### src/rtl/multicycle_controller_if.sv
// Control bundle between the multicycle RV32I controller and the shared datapath.
// The master side is the controller; the slave side is the datapath/memory.
interface multicycle_controller_if;
    logic [6:0] op;
    logic [2:0] funct3;
    logic       funct7_5;
    logic       zero;
    logic       mem_ready;

    logic       PCWrite;
    logic       AdrSrc;
    logic       MemWrite;
    logic       IRWrite;
    logic       RegWrite;
    logic [1:0] ResultSrc;
    logic [1:0] ALUSrcA;
    logic [1:0] ALUSrcB;
    logic [3:0] ALUControl;
    logic       instr_done;
    logic       illegal_instr;
    logic [3:0] state;

    modport master (
        input  op, funct3, funct7_5, zero, mem_ready,
        output PCWrite, AdrSrc, MemWrite, IRWrite, RegWrite,
        output ResultSrc, ALUSrcA, ALUSrcB, ALUControl,
        output instr_done, illegal_instr, state
    );

    modport slave (
        output op, funct3, funct7_5, zero, mem_ready,
        input  PCWrite, AdrSrc, MemWrite, IRWrite, RegWrite,
        input  ResultSrc, ALUSrcA, ALUSrcB, ALUControl,
        input  instr_done, illegal_instr, state
    );
endinterface

### src/rtl/multicycle_controller.sv
// Main control FSM of a multicycle RV32I core: datapath selects are registered per state,
// write strobes are decoded from state plus the same-cycle mem_ready/zero inputs.
module multicycle_controller (
    input  logic                   clk,
    input  logic                   rst_n,
    multicycle_controller_if.master bus
);

    typedef enum logic [3:0] {
        FETCH    = 4'd0,
        DECODE   = 4'd1,
        MEMADR   = 4'd2,
        MEMREAD  = 4'd3,
        MEMWB    = 4'd4,
        MEMWRITE = 4'd5,
        EXECUTER = 4'd6,
        EXECUTEI = 4'd7,
        ALUWB    = 4'd8,
        BRANCH   = 4'd9,
        JAL      = 4'd10
    } state_t;

    typedef struct packed {
        logic       adr_src;
        logic [1:0] result_src;
        logic [1:0] alu_src_a;
        logic [1:0] alu_src_b;
        logic [3:0] alu_control;
    } sel_t;

    localparam logic [3:0] ALU_ADD = 4'b0000;
    localparam logic [3:0] ALU_SUB = 4'b0001;
    localparam logic [3:0] ALU_AND = 4'b0010;
    localparam logic [3:0] ALU_OR  = 4'b0011;
    localparam logic [3:0] ALU_XOR = 4'b0100;
    localparam logic [3:0] ALU_SLT = 4'b0101;
    localparam logic [3:0] ALU_SLL = 4'b0110;
    localparam logic [3:0] ALU_SRL = 4'b0111;
    localparam logic [3:0] ALU_SRA = 4'b1000;

    localparam logic [6:0] OP_LOAD   = 7'b0000011;
    localparam logic [6:0] OP_STORE  = 7'b0100011;
    localparam logic [6:0] OP_RTYPE  = 7'b0110011;
    localparam logic [6:0] OP_ITYPE  = 7'b0010011;
    localparam logic [6:0] OP_BRANCH = 7'b1100011;
    localparam logic [6:0] OP_JAL    = 7'b1101111;

    localparam sel_t FETCH_SEL = '{adr_src: 1'b0, result_src: 2'b10, alu_src_a: 2'b00,
                                   alu_src_b: 2'b10, alu_control: ALU_ADD};

    function automatic logic [3:0] alu_decode(input logic op5, input logic [2:0] f3,
                                              input logic f75);
        case (f3)
            3'b000:  return (op5 && f75) ? ALU_SUB : ALU_ADD;
            3'b001:  return ALU_SLL;
            3'b010:  return ALU_SLT;
            3'b100:  return ALU_XOR;
            3'b101:  return f75 ? ALU_SRA : ALU_SRL;
            3'b110:  return ALU_OR;
            3'b111:  return ALU_AND;
            default: return ALU_ADD;  // sltu is not supported and quietly adds
        endcase
    endfunction

    function automatic state_t decode_target(input logic [6:0] op);
        case (op)
            OP_LOAD, OP_STORE: return MEMADR;
            OP_RTYPE:          return EXECUTER;
            OP_ITYPE:          return EXECUTEI;
            OP_BRANCH:         return BRANCH;
            OP_JAL:            return JAL;
            default:           return FETCH;
        endcase
    endfunction

    function automatic state_t next_state(input state_t s, input logic [6:0] op,
                                          input logic ready);
        case (s)
            FETCH:    return ready ? DECODE : FETCH;
            DECODE:   return decode_target(op);
            MEMADR:   return op[5] ? MEMWRITE : MEMREAD;
            MEMREAD:  return ready ? MEMWB : MEMREAD;
            MEMWRITE: return ready ? FETCH : MEMWRITE;
            EXECUTER: return ALUWB;
            EXECUTEI: return ALUWB;
            JAL:      return ALUWB;
            default:  return FETCH;  // MEMWB, ALUWB, BRANCH and unreachable codes
        endcase
    endfunction

    function automatic sel_t sel_for(input state_t s, input logic [3:0] alu_op);
        sel_t v;
        v = '0;
        case (s)
            FETCH:    v = FETCH_SEL;
            DECODE:   begin v.alu_src_a = 2'b01; v.alu_src_b = 2'b01; end
            MEMADR:   begin v.alu_src_a = 2'b10; v.alu_src_b = 2'b01; end
            MEMREAD:  v.adr_src = 1'b1;
            MEMWB:    v.result_src = 2'b01;
            MEMWRITE: v.adr_src = 1'b1;
            EXECUTER: begin v.alu_src_a = 2'b10; v.alu_src_b = 2'b00; v.alu_control = alu_op; end
            EXECUTEI: begin v.alu_src_a = 2'b10; v.alu_src_b = 2'b01; v.alu_control = alu_op; end
            BRANCH:   begin v.alu_src_a = 2'b10; v.alu_control = ALU_SUB; end
            JAL:      begin v.alu_src_a = 2'b01; v.alu_src_b = 2'b10; end
            default:  v = '0;  // ALUWB selects ALUOut, all zero
        endcase
        return v;
    endfunction

    state_t state_q;
    state_t state_d;
    sel_t   sel_q;

    assign state_d = next_state(state_q, bus.op, bus.mem_ready);

    // Selects are registered from the next state so each state's mux settings
    // are stable from the start of its cycle.
    // NOTE: sequential state uses non-blocking assignments only, so every
    // register here samples values from before the clock edge.
    always_ff @(posedge clk) begin
        if (!rst_n) begin
            state_q <= FETCH;
            sel_q   <= FETCH_SEL;
        end else begin
            state_q <= state_d;
            sel_q   <= sel_for(state_d, alu_decode(bus.op[5], bus.funct3, bus.funct7_5));
        end
    end

    logic pc_write, mem_write, ir_write, reg_write, done, illegal;

    // NOTE: every output gets a default before the case, so no path leaves a
    // signal unassigned and no latch is inferred.
    always_comb begin
        pc_write  = 1'b0;
        mem_write = 1'b0;
        ir_write  = 1'b0;
        reg_write = 1'b0;
        done      = 1'b0;
        illegal   = 1'b0;
        case (state_q)
            FETCH: begin
                ir_write = bus.mem_ready;
                pc_write = bus.mem_ready;
            end
            DECODE: begin
                if (decode_target(bus.op) == FETCH) begin
                    illegal = 1'b1;
                    done    = 1'b1;
                end
            end
            MEMWB, ALUWB: begin
                reg_write = 1'b1;
                done      = 1'b1;
            end
            MEMWRITE: begin
                mem_write = 1'b1;
                done      = bus.mem_ready;
            end
            BRANCH: begin
                done = 1'b1;
                case (bus.funct3)
                    3'b000:  pc_write = bus.zero;
                    3'b001:  pc_write = ~bus.zero;
                    default: illegal  = 1'b1;
                endcase
            end
            JAL:     pc_write = 1'b1;
            default: ;
        endcase
        // Strobes are masked while reset is held so an aborted instruction writes nothing.
        if (!rst_n) begin
            pc_write  = 1'b0;
            mem_write = 1'b0;
            ir_write  = 1'b0;
            reg_write = 1'b0;
            done      = 1'b0;
            illegal   = 1'b0;
        end
    end

    sel_t sel_out;
    assign sel_out = rst_n ? sel_q : FETCH_SEL;

    assign bus.PCWrite       = pc_write;
    assign bus.MemWrite      = mem_write;
    assign bus.IRWrite       = ir_write;
    assign bus.RegWrite      = reg_write;
    assign bus.instr_done    = done;
    assign bus.illegal_instr = illegal;
    assign bus.AdrSrc        = sel_out.adr_src;
    assign bus.ResultSrc     = sel_out.result_src;
    assign bus.ALUSrcA       = sel_out.alu_src_a;
    assign bus.ALUSrcB       = sel_out.alu_src_b;
    assign bus.ALUControl    = sel_out.alu_control;
    assign bus.state         = rst_n ? state_q : FETCH;

endmodule

### src/flat_wrapper.sv
// flat-port wrapper written by rule: the top's interface ports become plain ports
module multicycle_controller_flat 
  (clk, rst_n, bus_op, bus_funct3, bus_funct7_5, bus_zero, bus_mem_ready, bus_PCWrite, bus_AdrSrc, bus_MemWrite, bus_IRWrite, bus_RegWrite, bus_ResultSrc, bus_ALUSrcA, bus_ALUSrcB, bus_ALUControl, bus_instr_done, bus_illegal_instr, bus_state);
  multicycle_controller_if bus_i ();
  input  logic clk;
  input  logic rst_n;
  input wire logic [$bits(bus_i.op)-1:0] bus_op;
  input wire logic [$bits(bus_i.funct3)-1:0] bus_funct3;
  input wire logic [$bits(bus_i.funct7_5)-1:0] bus_funct7_5;
  input wire logic [$bits(bus_i.zero)-1:0] bus_zero;
  input wire logic [$bits(bus_i.mem_ready)-1:0] bus_mem_ready;
  output wire logic [$bits(bus_i.PCWrite)-1:0] bus_PCWrite;
  output wire logic [$bits(bus_i.AdrSrc)-1:0] bus_AdrSrc;
  output wire logic [$bits(bus_i.MemWrite)-1:0] bus_MemWrite;
  output wire logic [$bits(bus_i.IRWrite)-1:0] bus_IRWrite;
  output wire logic [$bits(bus_i.RegWrite)-1:0] bus_RegWrite;
  output wire logic [$bits(bus_i.ResultSrc)-1:0] bus_ResultSrc;
  output wire logic [$bits(bus_i.ALUSrcA)-1:0] bus_ALUSrcA;
  output wire logic [$bits(bus_i.ALUSrcB)-1:0] bus_ALUSrcB;
  output wire logic [$bits(bus_i.ALUControl)-1:0] bus_ALUControl;
  output wire logic [$bits(bus_i.instr_done)-1:0] bus_instr_done;
  output wire logic [$bits(bus_i.illegal_instr)-1:0] bus_illegal_instr;
  output wire logic [$bits(bus_i.state)-1:0] bus_state;
  assign bus_i.op = bus_op;
  assign bus_i.funct3 = bus_funct3;
  assign bus_i.funct7_5 = bus_funct7_5;
  assign bus_i.zero = bus_zero;
  assign bus_i.mem_ready = bus_mem_ready;
  assign bus_PCWrite = bus_i.PCWrite;
  assign bus_AdrSrc = bus_i.AdrSrc;
  assign bus_MemWrite = bus_i.MemWrite;
  assign bus_IRWrite = bus_i.IRWrite;
  assign bus_RegWrite = bus_i.RegWrite;
  assign bus_ResultSrc = bus_i.ResultSrc;
  assign bus_ALUSrcA = bus_i.ALUSrcA;
  assign bus_ALUSrcB = bus_i.ALUSrcB;
  assign bus_ALUControl = bus_i.ALUControl;
  assign bus_instr_done = bus_i.instr_done;
  assign bus_illegal_instr = bus_i.illegal_instr;
  assign bus_state = bus_i.state;
  multicycle_controller u_core (.clk(clk), .rst_n(rst_n), .bus(bus_i));
endmodule
### config.mk
export PLATFORM = sky130hd
export DESIGN_NAME = multicycle_controller_flat
export DESIGN_NICKNAME = d
export VERILOG_FILES = /design/src/rtl/multicycle_controller_if.sv /design/src/rtl/multicycle_controller.sv /design/src/flat_wrapper.sv
export SDC_FILE = /design/constraint.sdc
export NUM_CORES = 1
export LEC_CHECK = 0
export BUFFER_PORTS_ARGS = -buffer_cell sky130_fd_sc_hd__buf_2
export CAP_MARGIN = 25
export CORE_MARGIN = 2
export CORE_UTILIZATION = 49
export DETAILED_ROUTE_END_ITERATION = 6
export HOLD_SLACK_MARGIN = 0.05
export PLACE_DENSITY = 0.78
export SLEW_MARGIN = 30
export SYNTH_ARGS = -nofsm -noshare
export SYNTH_HDL_FRONTEND = slang
export SYNTH_SLANG_ARGS = --single-unit
### constraint.sdc
create_clock -name clk -period 2.4 [get_ports clk]
set_input_delay 0 -clock clk [delete_from_list [all_inputs] [get_ports clk]]
set_output_delay 0 -clock clk [all_outputs]
set_load 0.02 [all_outputs]
; ---- Word level (Yosys, flattened, before mapping)
; Index checks and enable logic that the tools add are counted.
[word_totals]
register_bits = 15
in_bits = 15
out_inout_bits = 21
[op_classes]
n_eq_ne = 31
muxes = 32
bitwise_logic = 1
n_reduce_logical = 16
[op_table]
columns = cell, n
row1 = 4-bit by 3-bit equality test with 1-bit output (second input constant), 8
row2 = 4-bit case mux with 7 select lines, 1
row3 = 4-bit case mux with 6 select lines, 1
row4 = 4-bit equality test (second input constant), 5
row5 = 4-bit case mux with 5 select lines, 1
row6 = 4-bit by 2-bit equality test with 1-bit output (second input constant), 4
row7 = 7-bit by 6-bit equality test with 1-bit output (second input constant), 2
row8 = 7-bit equality test (second input constant), 2
row9 = 1-bit 2-to-1 mux, 14
row10 = 2-bit OR reduction, 7
row11 = 3-bit equality test (second input constant), 4
row12 = 4-bit zero test, 3
row13 = 4-bit 2-to-1 mux, 3
row14 = 2-bit case mux with 2 select lines, 3
row15 = 11-bit 2-to-1 mux, 1
row16 = 3-bit 2-to-1 mux, 3
row17 = 3-bit OR reduction, 3
row18 = 4-bit by 1-bit equality test with 1-bit output (second input constant), 2
row19 = 4-bit case mux with 2 select lines, 1
row20 = 7-bit by 2-bit equality test with 1-bit output (second input constant), 1
row21 = 7-bit by 5-bit equality test with 1-bit output (second input constant), 1
row22 = 1-bit case mux with 3 select lines, 2
row23 = 1-bit case mux with 2 select lines, 2
row24 = 4-bit OR reduction, 1
row25 = 5 further kinds, 5

; ---- Logic depth before layout (Yosys ltp)
; Gate-level depths: netlist (run 1).
[depth]
depth_word = 8
depth_mapped = 6
depth_no_buf = 5

; ---- Worst setup path before layout (run 1)
; No wires, ideal clock.
[synth_path]
path_type = register to register
start = register u_core.state_q[1]
end = register u_core.sel_q[7] in the netlist's numbering
t_arrival_ns = 1.847
required_time_ns = 2.280
path_slack_ns = 0.433
stages_incl_launch_ff = 7
n_path_buf = 1
synth_period_minus_slack_ns = 1.967
cell_sequence = dfxtp_1 -> or4b_1 -> buf_2 -> nor4b_4 -> nor2_2 -> and4_4 -> o31a_1
[synth_between]
elab_chain_cells = 6
word_cells_on_any_way = 19
classes_between = eq/ne: 13 / mux: 2 / reduce/logical: 4
[synth_rtl]
columns = item, line
row1 = "start, declared", multicycle_controller.sv:110  ; state_t state_q;
row2 = "start signal, assigned", multicycle_controller.sv:125  ; state_q <= state_d;
row3 = 4-bit by 3-bit equality test with 1-bit output / 4-bit equality test (equally long branches), multicycle_controller.sv:78  ; case (s)
row4 = 3-bit OR reduction (no line), --
row5 = 4-bit case mux with 6 select lines *, multicycle_controller.sv:78
row6 = 4-bit by 2-bit equality test with 1-bit output (tied with other cells), multicycle_controller.sv:94  ; case (s)
row7 = 4-bit OR reduction (no line) / 2-bit OR reduction (equally long branches), --
row8 = 2-bit case mux with 2 select lines *, multicycle_controller.sv:94
row9 = "end signal, assigned", multicycle_controller.sv:126  ; sel_q <= sel_for(state_d, alu_decode(bus.op[5], bus.funct3, bus.funct7_5));
row10 = "end, declared", multicycle_controller.sv:112  ; sel_t sel_q;
; Mark *: on every way between the ends. The rest lies on a longest branch, timed or not.
; A chain may end at the register's enable or synchronous reset.

; ---- Worst setup path after layout (run 1)
[layout_path]
start = register u_core.state_q[0]
end = register u_core.sel_q[7] in the netlist's numbering
; The elaborated chain is that of the path after synthesis.

==> results.json, run 1 <==
{
  "status": "completed",
  "synth.avg_cell_area_um2": 7.71,
  "die_area_mm2": 0.00253,
  "p_per_area_mw_per_mm2": 390,
  "synth_edf_count": 0,
  "place_area_mm2": 0.00123,
  "antenna_found_initial": 0,
  "drt_iter0_drc": 22,
  "grt_util_all_layers_pct": 20.2,
  "routed_wl_mm": 2.33,
  "grt_pass1_vias": 971,
  "synth_top_cell_area_share_pct": 28.6,
  "yosys-mux-area-fraction_pct": 0,
  "core-area_mm2": 0.00198,
  "fin_crit_sh_pct": 92.7,
  "setup_ws_ps": 176,
  "grt_max_degree": 33,
  "yosys_warnings": 0,
  "hold_viol_final": 0,
  "synth-simple-area-share_pct": 47.4,
  "die_h_um": 50.3,
  "slew_violations": 0,
  "synthDistinctLibCells": 41,
  "synth_top_cell_by_area": "dfxtp_1",
  "worstSetupStartpointType": "flop",
  "whs_ps": 54.2,
  "area_delta_synth_final_pct": 23.3,
  "clk_pin_slew_worst_paths_ps": 90,
  "maxCapViolations": 0,
  "design_area_mm2": 0.00129,
  "yosysSeqAreaShare_pct": 28.6,
  "synthesis.nets": 151,
  "grt_overflow": 0,
  "antenna_left": 0,
  "dp_hpwl_mm": 1.74,
  "rows": 16,
  "r2r_slack_ps": 180,
  "synth-main-ff-cell": "dfxtp_1",
  "skew_ps": 0.720,
  "critical_path_arrival_ps": 2410,
  "cp_data_required_time_ps": 2580,
  "cts_buffer_depth": 2,
  "vias": 1079,
  "post_drt_wl_per_cell_um": 11.8,
  "crit_start": "u_core.state_q[0]$_SDFF_PN0_",
  "port_buffers": 35,
  "fmax_ghz": 0.450,
  "initial_utilization_pct": 52.9,
  "cts_root_buf": "clkbuf_4",
  "dp_slack_ps": 200,
  "synth_area_leaders": "dfxtp_1 29%, and2_1 8.9%, nand2b_1 4.8%",
  "worst_hold_path_type": "in -> reg",
  "via_per_inst": 5.48,
  "synthAdderAreaFrac_pct": 0,
  "cp-end-kind": "flop",
  "r2r_cells": 5,
  "path_max_fanout": 12,
  "async_flop_share_pct": 0,
  "setup_viol": 0,
  "p_total_uw": 504,
  "cts_buffers": 3,
  "worst_pin_slew_ps": 546,
  "numClockSinks": 15,
  "ys_seq_elements": 15,
  "nFillCells": 185,
  "antenna_cells": 0,
  "tns_ps": 0,
  "drc": 0,
  "syn-instance-count": 136,
  "relSlewSlack_pct": 63.3,
  "worstSetupPathType": "reg -> reg",
  "rr_startpoint": "u_core.state_q[0]$_SDFF_PN0_",
  "syn_area_mm2": 0.00105,
  "crit_end": "u_core.sel_q[7]$_SDFF_PN0_",
  "layout-drive-gt1-share_pct": 26.5,
  "fin_crit_ps": 2220,
  "grt_pass1_wl_mm": 3.93,
  "nets": 186,
  "clk_latency_ps": 280,
  "finalWeightedCongestion": 0.879,
  "cellLeakagePower_nw": 0.569,
  "synth-compound-area-share_pct": 17.5,
  "cts_tree": "yes",
  "dieWidth_um": 50.3,
  "post_cts_resized": 0,
  "synth_top_family_by_area": "simple AND/OR/NAND/NOR gates",
  "post_cts_buffers": 0,
  "ir_worst_vdd_uv": 259,
  "io_pins": 36,
  "regToRegEndpoint": "u_core.sel_q[7]$_SDFF_PN0_",
  "drt_pass1_iterations": 4,
  "h-tree-depth": 1,
  "synth-xor-area-share_pct": 1.67,
  "rsz0062_at_grt": "no"
}
## power by group
part / switching (mW) / total (mW) / internal [mW]
logic: 0.0572 / 0.100 / 0.0428
registers: 0.00359 / 0.258 / 0.254
clock network: 0.0817 / 0.146 / 0.0646
total: 0.143 / 0.504 / 0.362
## cell usage after synthesis (3+ instances only)
| master | number |
|---|---|
| clkbuf_1 | 8 |
| a31oi_1 | 3 |
| nand2_1 | 13 |
| o21a_1 | 4 |
| nand4bb_1 | 3 |
| dfxtp_1 | 15 |
| nor3_1 | 8 |
| inv_1 | 3 |
| and2_1 | 15 |
| nor2b_1 | 6 |
| nor2_1 | 5 |
| a21oi_1 | 6 |
| o21ai_0 | 4 |
| nand2b_1 | 8 |
## how the worst min path moves through the flow
stage                  start                          to  slack, ps  cells past startpoint
6_report       bus_funct3[0]  u_core.sel_q[1]$_SDFF_PN0_         50                      3
5_1_grt        bus_funct3[0]  u_core.sel_q[1]$_SDFF_PN0_         70                      3
4_1_cts        bus_funct3[0]  u_core.sel_q[1]$_SDFF_PN0_         50                      3
3_5_place_dp   bus_funct3[1]  u_core.sel_q[3]$_SDFF_PN0_        270                      2
3_3_place_gp   bus_funct3[1]  u_core.sel_q[3]$_SDFF_PN0_        260                      2
2_1_floorplan  bus_funct3[1]  u_core.sel_q[3]$_SDFF_PN0_         80                      1
## what timing repair did
action,CTS,global route
hold endpoints to repair,2,0
endpoints found under the setup margin,0,0
hold buffers,4,0
## sequential cells by signal (all words and copies together) (netlist names)
signal / cells
u_core.sel_q: 11
u_core.state_q: 4
## per-layer routing
layer | track usage, % | vias to the layer above | routed length (um)
met5 | 0 | - | 0
met4 | 6.94 | 0 | 31
li1 | - | 550 | -
met1 | 24.2 | 482 | 1030
met3 | 2.68 | 5 | 116
met2 | 36.6 | 42 | 1160
## worst max-delay path, cell delays in order, from the launching register on
cell	delay, ps
dfxtp_1	510
or4b_1	640
nor4b_4	440
nor2_2	110
and4_4	210
o31a_1	220
## placed cells by master, fill, tap and decap left out, drive strengths merged, types with 3 or more instances in the layout
cell,count
a21oi,6
a31oi,3
and2,15
buf,36
clkbuf,4
dfxtp,15
dlygate4sd3,4
inv,3
nand2,13
nand2b,8
nand4bb,3
nor2,6
nor2b,6
nor3,8
nor4,3
o21a,4
o21ai,5
## kinds of logic after synthesis
group                  count (synthesis)
AO/OA/AOI/OAI                         27
XOR/XNOR                               2
buffers and inverters                 13
flip-flops                            15
AND/OR/NAND/NOR                       79
## layout make-up
| cell class | instances | area [um^2] | share of cell area (%) |
|---|---|---|---|
| multi-input combinational | 108 | 698 | 54.0 |
| clock buffer | 4 | 26.3 | 2.03 |
| tap | 27 | 33.8 | 2.61 |
| inverter | 3 | 11.3 | 0.871 |
| sequential | 15 | 300 | 23.2 |
| timing repair buffer | 40 | 223 | 17.2 |
## per-stage QoR
step	utilization, %	instances
final	65.2	197
after global routing	65.2	197
after CTS	65.2	197
after detailed placement	61.9	189
after global placement	61.9	189
after floorplan	-	136
Note: power is estimated with default switching activity, not from simulation.
==> run 2, diff against run 1 <==
--- a/config.mk
+++ b/config.mk
@@ -5,6 +5,7 @@
 export SDC_FILE = /design/constraint.sdc
 export NUM_CORES = 1
 export LEC_CHECK = 0
+export ABC_AREA = 1
 export BUFFER_PORTS_ARGS = -buffer_cell sky130_fd_sc_hd__buf_2
 export CAP_MARGIN = 25
 export CORE_MARGIN = 2
==> constraint.sdc (replaced) <==
create_clock -name clk -period 2.4 [get_ports clk]
set_input_delay 0.36 -clock clk [delete_from_list [all_inputs] [get_ports clk]]
set_output_delay 0.36 -clock clk [all_outputs]
set_load 0.02 [all_outputs]
==> run 2 against run 1 <==
Clock skew increased by 8.5 ps. Design area decreased by 1.8%. Clock power decreased by 3%. Count of clock-buffer cells in the layout unchanged. First-iteration DRC count unchanged. Area after synthesis decreased by 0.24%. Via count increased by 8.7%. Fmax increased by 13%. Final cell count increased by 23%. Critical path depth unchanged. Sequential share of layout area increased by 0.44 points. Critical path type is now reg -> out. Largest power group unchanged. Highest routed layer unchanged.
==> results.json, run 2 <==
{
  "post_cts_buffers": 0,
  "maxCapViolations": 0,
  "core-area_mm2": 0.00198,
  "initial_utilization_pct": 52.8,
  "worstPathCellList": "nand2_2 > nor2_1 > o211ai_1 > a31oi_1 > buf_2",
  "ir_worst_vdd_uv": 189,
  "numClockSinks": 15,
  "dieWidth_um": 50.2,
  "cp_slowest_cell": "dfxtp_1",
  "grt_max_degree": 21,
  "worstSetupPathType": "reg -> out",
  "grt_pass1_vias": 966,
  "yosysMostFrequentCell": "nand2_1",
  "fin_crit_sh_pct": 81.9,
  "grt_pass1_wl_mm": 3.86,
  "area_delta_synth_final_pct": 21.3,
  "synth-main-ff-cell": "dfxtp_1",
  "vias": 1173,
  "cts_buffers": 3,
  "nets": 232,
  "die_area_mm2": 0.00252,
  "syn_area_mm2": 0.00105,
  "fin_crit_ps": 1970,
  "worst_pin_slew_ps": 426,
  "ys_seq_elements": 15,
  "path_buf_inv": 1,
  "largest_reg_flops": 11,
  "synth_edf_count": 0,
  "skew_ps": 9.26,
  "synthDistinctLibCells": 24,
  "cp-end-kind": "output port",
  "synth.avg_cell_area_um2": 5.81,
  "hold_viol_final": 0,
  "io_pins": 36,
  "routed_wl_mm": 2.22,
  "largest_registers": "u_core.sel_q (11), u_core.state_q (4)",
  "h-tree-depth": 1,
  "cts_buffer_depth": 2,
  "slew_violations": 0,
  "critical_path_arrival_ps": 1610,
  "rows": 16,
  "yosys_warnings": 0,
  "synthTopCellsByCount": "48 x nand2_1, 39 x inv_1, 26 x nor2_1",
  "grt_overflow": 0,
  "yosysSeqAreaShare_pct": 28.7,
  "cellLeakagePower_nw": 0.798,
  "async_flop_share_pct": 0,
  "synth_top_cell_area_share_pct": 28.7,
  "synth_top_cell_by_area": "dfxtp_1",
  "die_h_um": 50.2,
  "max_stage_delay_ps": 450,
  "status": "completed",
  "drc": 0,
  "path_max_fanout": 6,
  "dp_hpwl_mm": 1.83,
  "final_common_cell": "nand2_1",
  "worstSetupStartpointType": "flop",
  "clk_latency_ps": 290,
  "syn-instance-count": 180,
  "fmax_ghz": 0.509,
  "cts_root_buf": "clkbuf_4",
  "antenna_left": 0,
  "rsz0062_at_grt": "no",
  "setup_viol": 0,
  "top_register": "u_core.sel_q",
  "cts_tree": "yes",
  "synthesis.nets": 195,
  "via_per_inst": 4.83,
  "antenna_found_initial": 0,
  "fin_cells": 243,
  "drt_iter0_drc": 22,
  "path_delay_family": "flip-flops",
  "synth_area_leaders": "dfxtp_1 29%, nand2_1 17%, inv_1 14%",
  "antenna_cells": 0,
  "postLayoutCoreUtil_pct": 64.0,
  "layout-drive-gt1-share_pct": 24.1,
  "finalWeightedCongestion": 0.851,
  "clk_pin_slew_worst_paths_ps": 90,
  "drt_pass1_iterations": 4,
  "post_drt_wl_per_cell_um": 9.14,
  "tns_ps": 0,
  "cts_hold_buffers": 0,
  "grt_util_all_layers_pct": 19.5,
  "worst_hold_path_type": "in -> reg",
  "port_buffers": 35,
  "p_per_area_mw_per_mm2": 387,
  "relSlewSlack_pct": 71.6,
  "post_cts_resized": 0,
  "final_cell_mix": "48 x nand2_1, 39 x inv_1, 35 x buf_2",
  "cp_data_required_time_ps": 2040,
  "placed_cells": 239
}
[run 2: report_power, final]
part / switching (mW) / internal, mW / total [mW]
sequential: 0.00296 / 0.254 / 0.257
clock: 0.0778 / 0.0646 / 0.142
combinational: 0.0593 / 0.0321 / 0.0914
[run 2: path summary, 6_finish.rpt]
check                                     from                         end  slack [ps]  depth (start not counted)
hold reg to reg   u_core.state_q[0]$_SDFF_PN0_  u_core.sel_q[8]$_SDFF_PN0_         700                          4
setup reg to reg  u_core.state_q[0]$_SDFF_PN0_  u_core.sel_q[7]$_SDFF_PN0_         910                          9
hold / removal                    bus_funct7_5  u_core.sel_q[3]$_SDFF_PN0_         340                          3
setup / recovery  u_core.state_q[0]$_SDFF_PN0_                 bus_PCWrite         430                          5
[run 2: tightest hold or removal path: stages]
cell	delay, ps
buf_2	100
nand3_1	70
nor2_1	40
[run 2: kinds of logic after synthesis]
family | Yosys count | share of synthesized area [%]
compound gates | 17 | 9.93
simple gates | 105 | 45.8
buf+inv | 43 | 15.5
flops | 15 | 28.7
[run 2: stage by stage]
| stage | instance area [um^2] | power, mW | worst slack [ps] | hold slack, ps |
|---|---|---|---|---|
| CTS | 1270 | 0.491 | 423 | 342 |
| detailed placement | 1240 | 0.354 | 599 | 632 |
| floorplan | 1050 | 0.325 | 865 | 504 |
| global placement | 1240 | 0.352 | 634 | 628 |
| finish | 1270 | 0.491 | 435 | 337 |
| global route | 1270 | 0.514 | 346 | 352 |
[run 2: area by class of cell]
cell class / count / area [um^2]
Multi-Input combinational cell: 122 / 583
Sequential cell: 15 / 300
Timing Repair Buffer: 35 / 175
Inverter: 40 / 150
Tap cell: 27 / 33.8
Fill cell: 204 / 713
Clock buffer: 4 / 26.3
[run 2: metal layers]
layer / share of wire, % / global-route usage [%] / vias up
met1: 46 / 25.2 / 507
met3: 4.2 / 0.893 / 5
met5: 0 / 0 / -
met4: 2.1 / 8.33 / 0
li1: - / - / 624
met2: 48 / 33.8 / 37
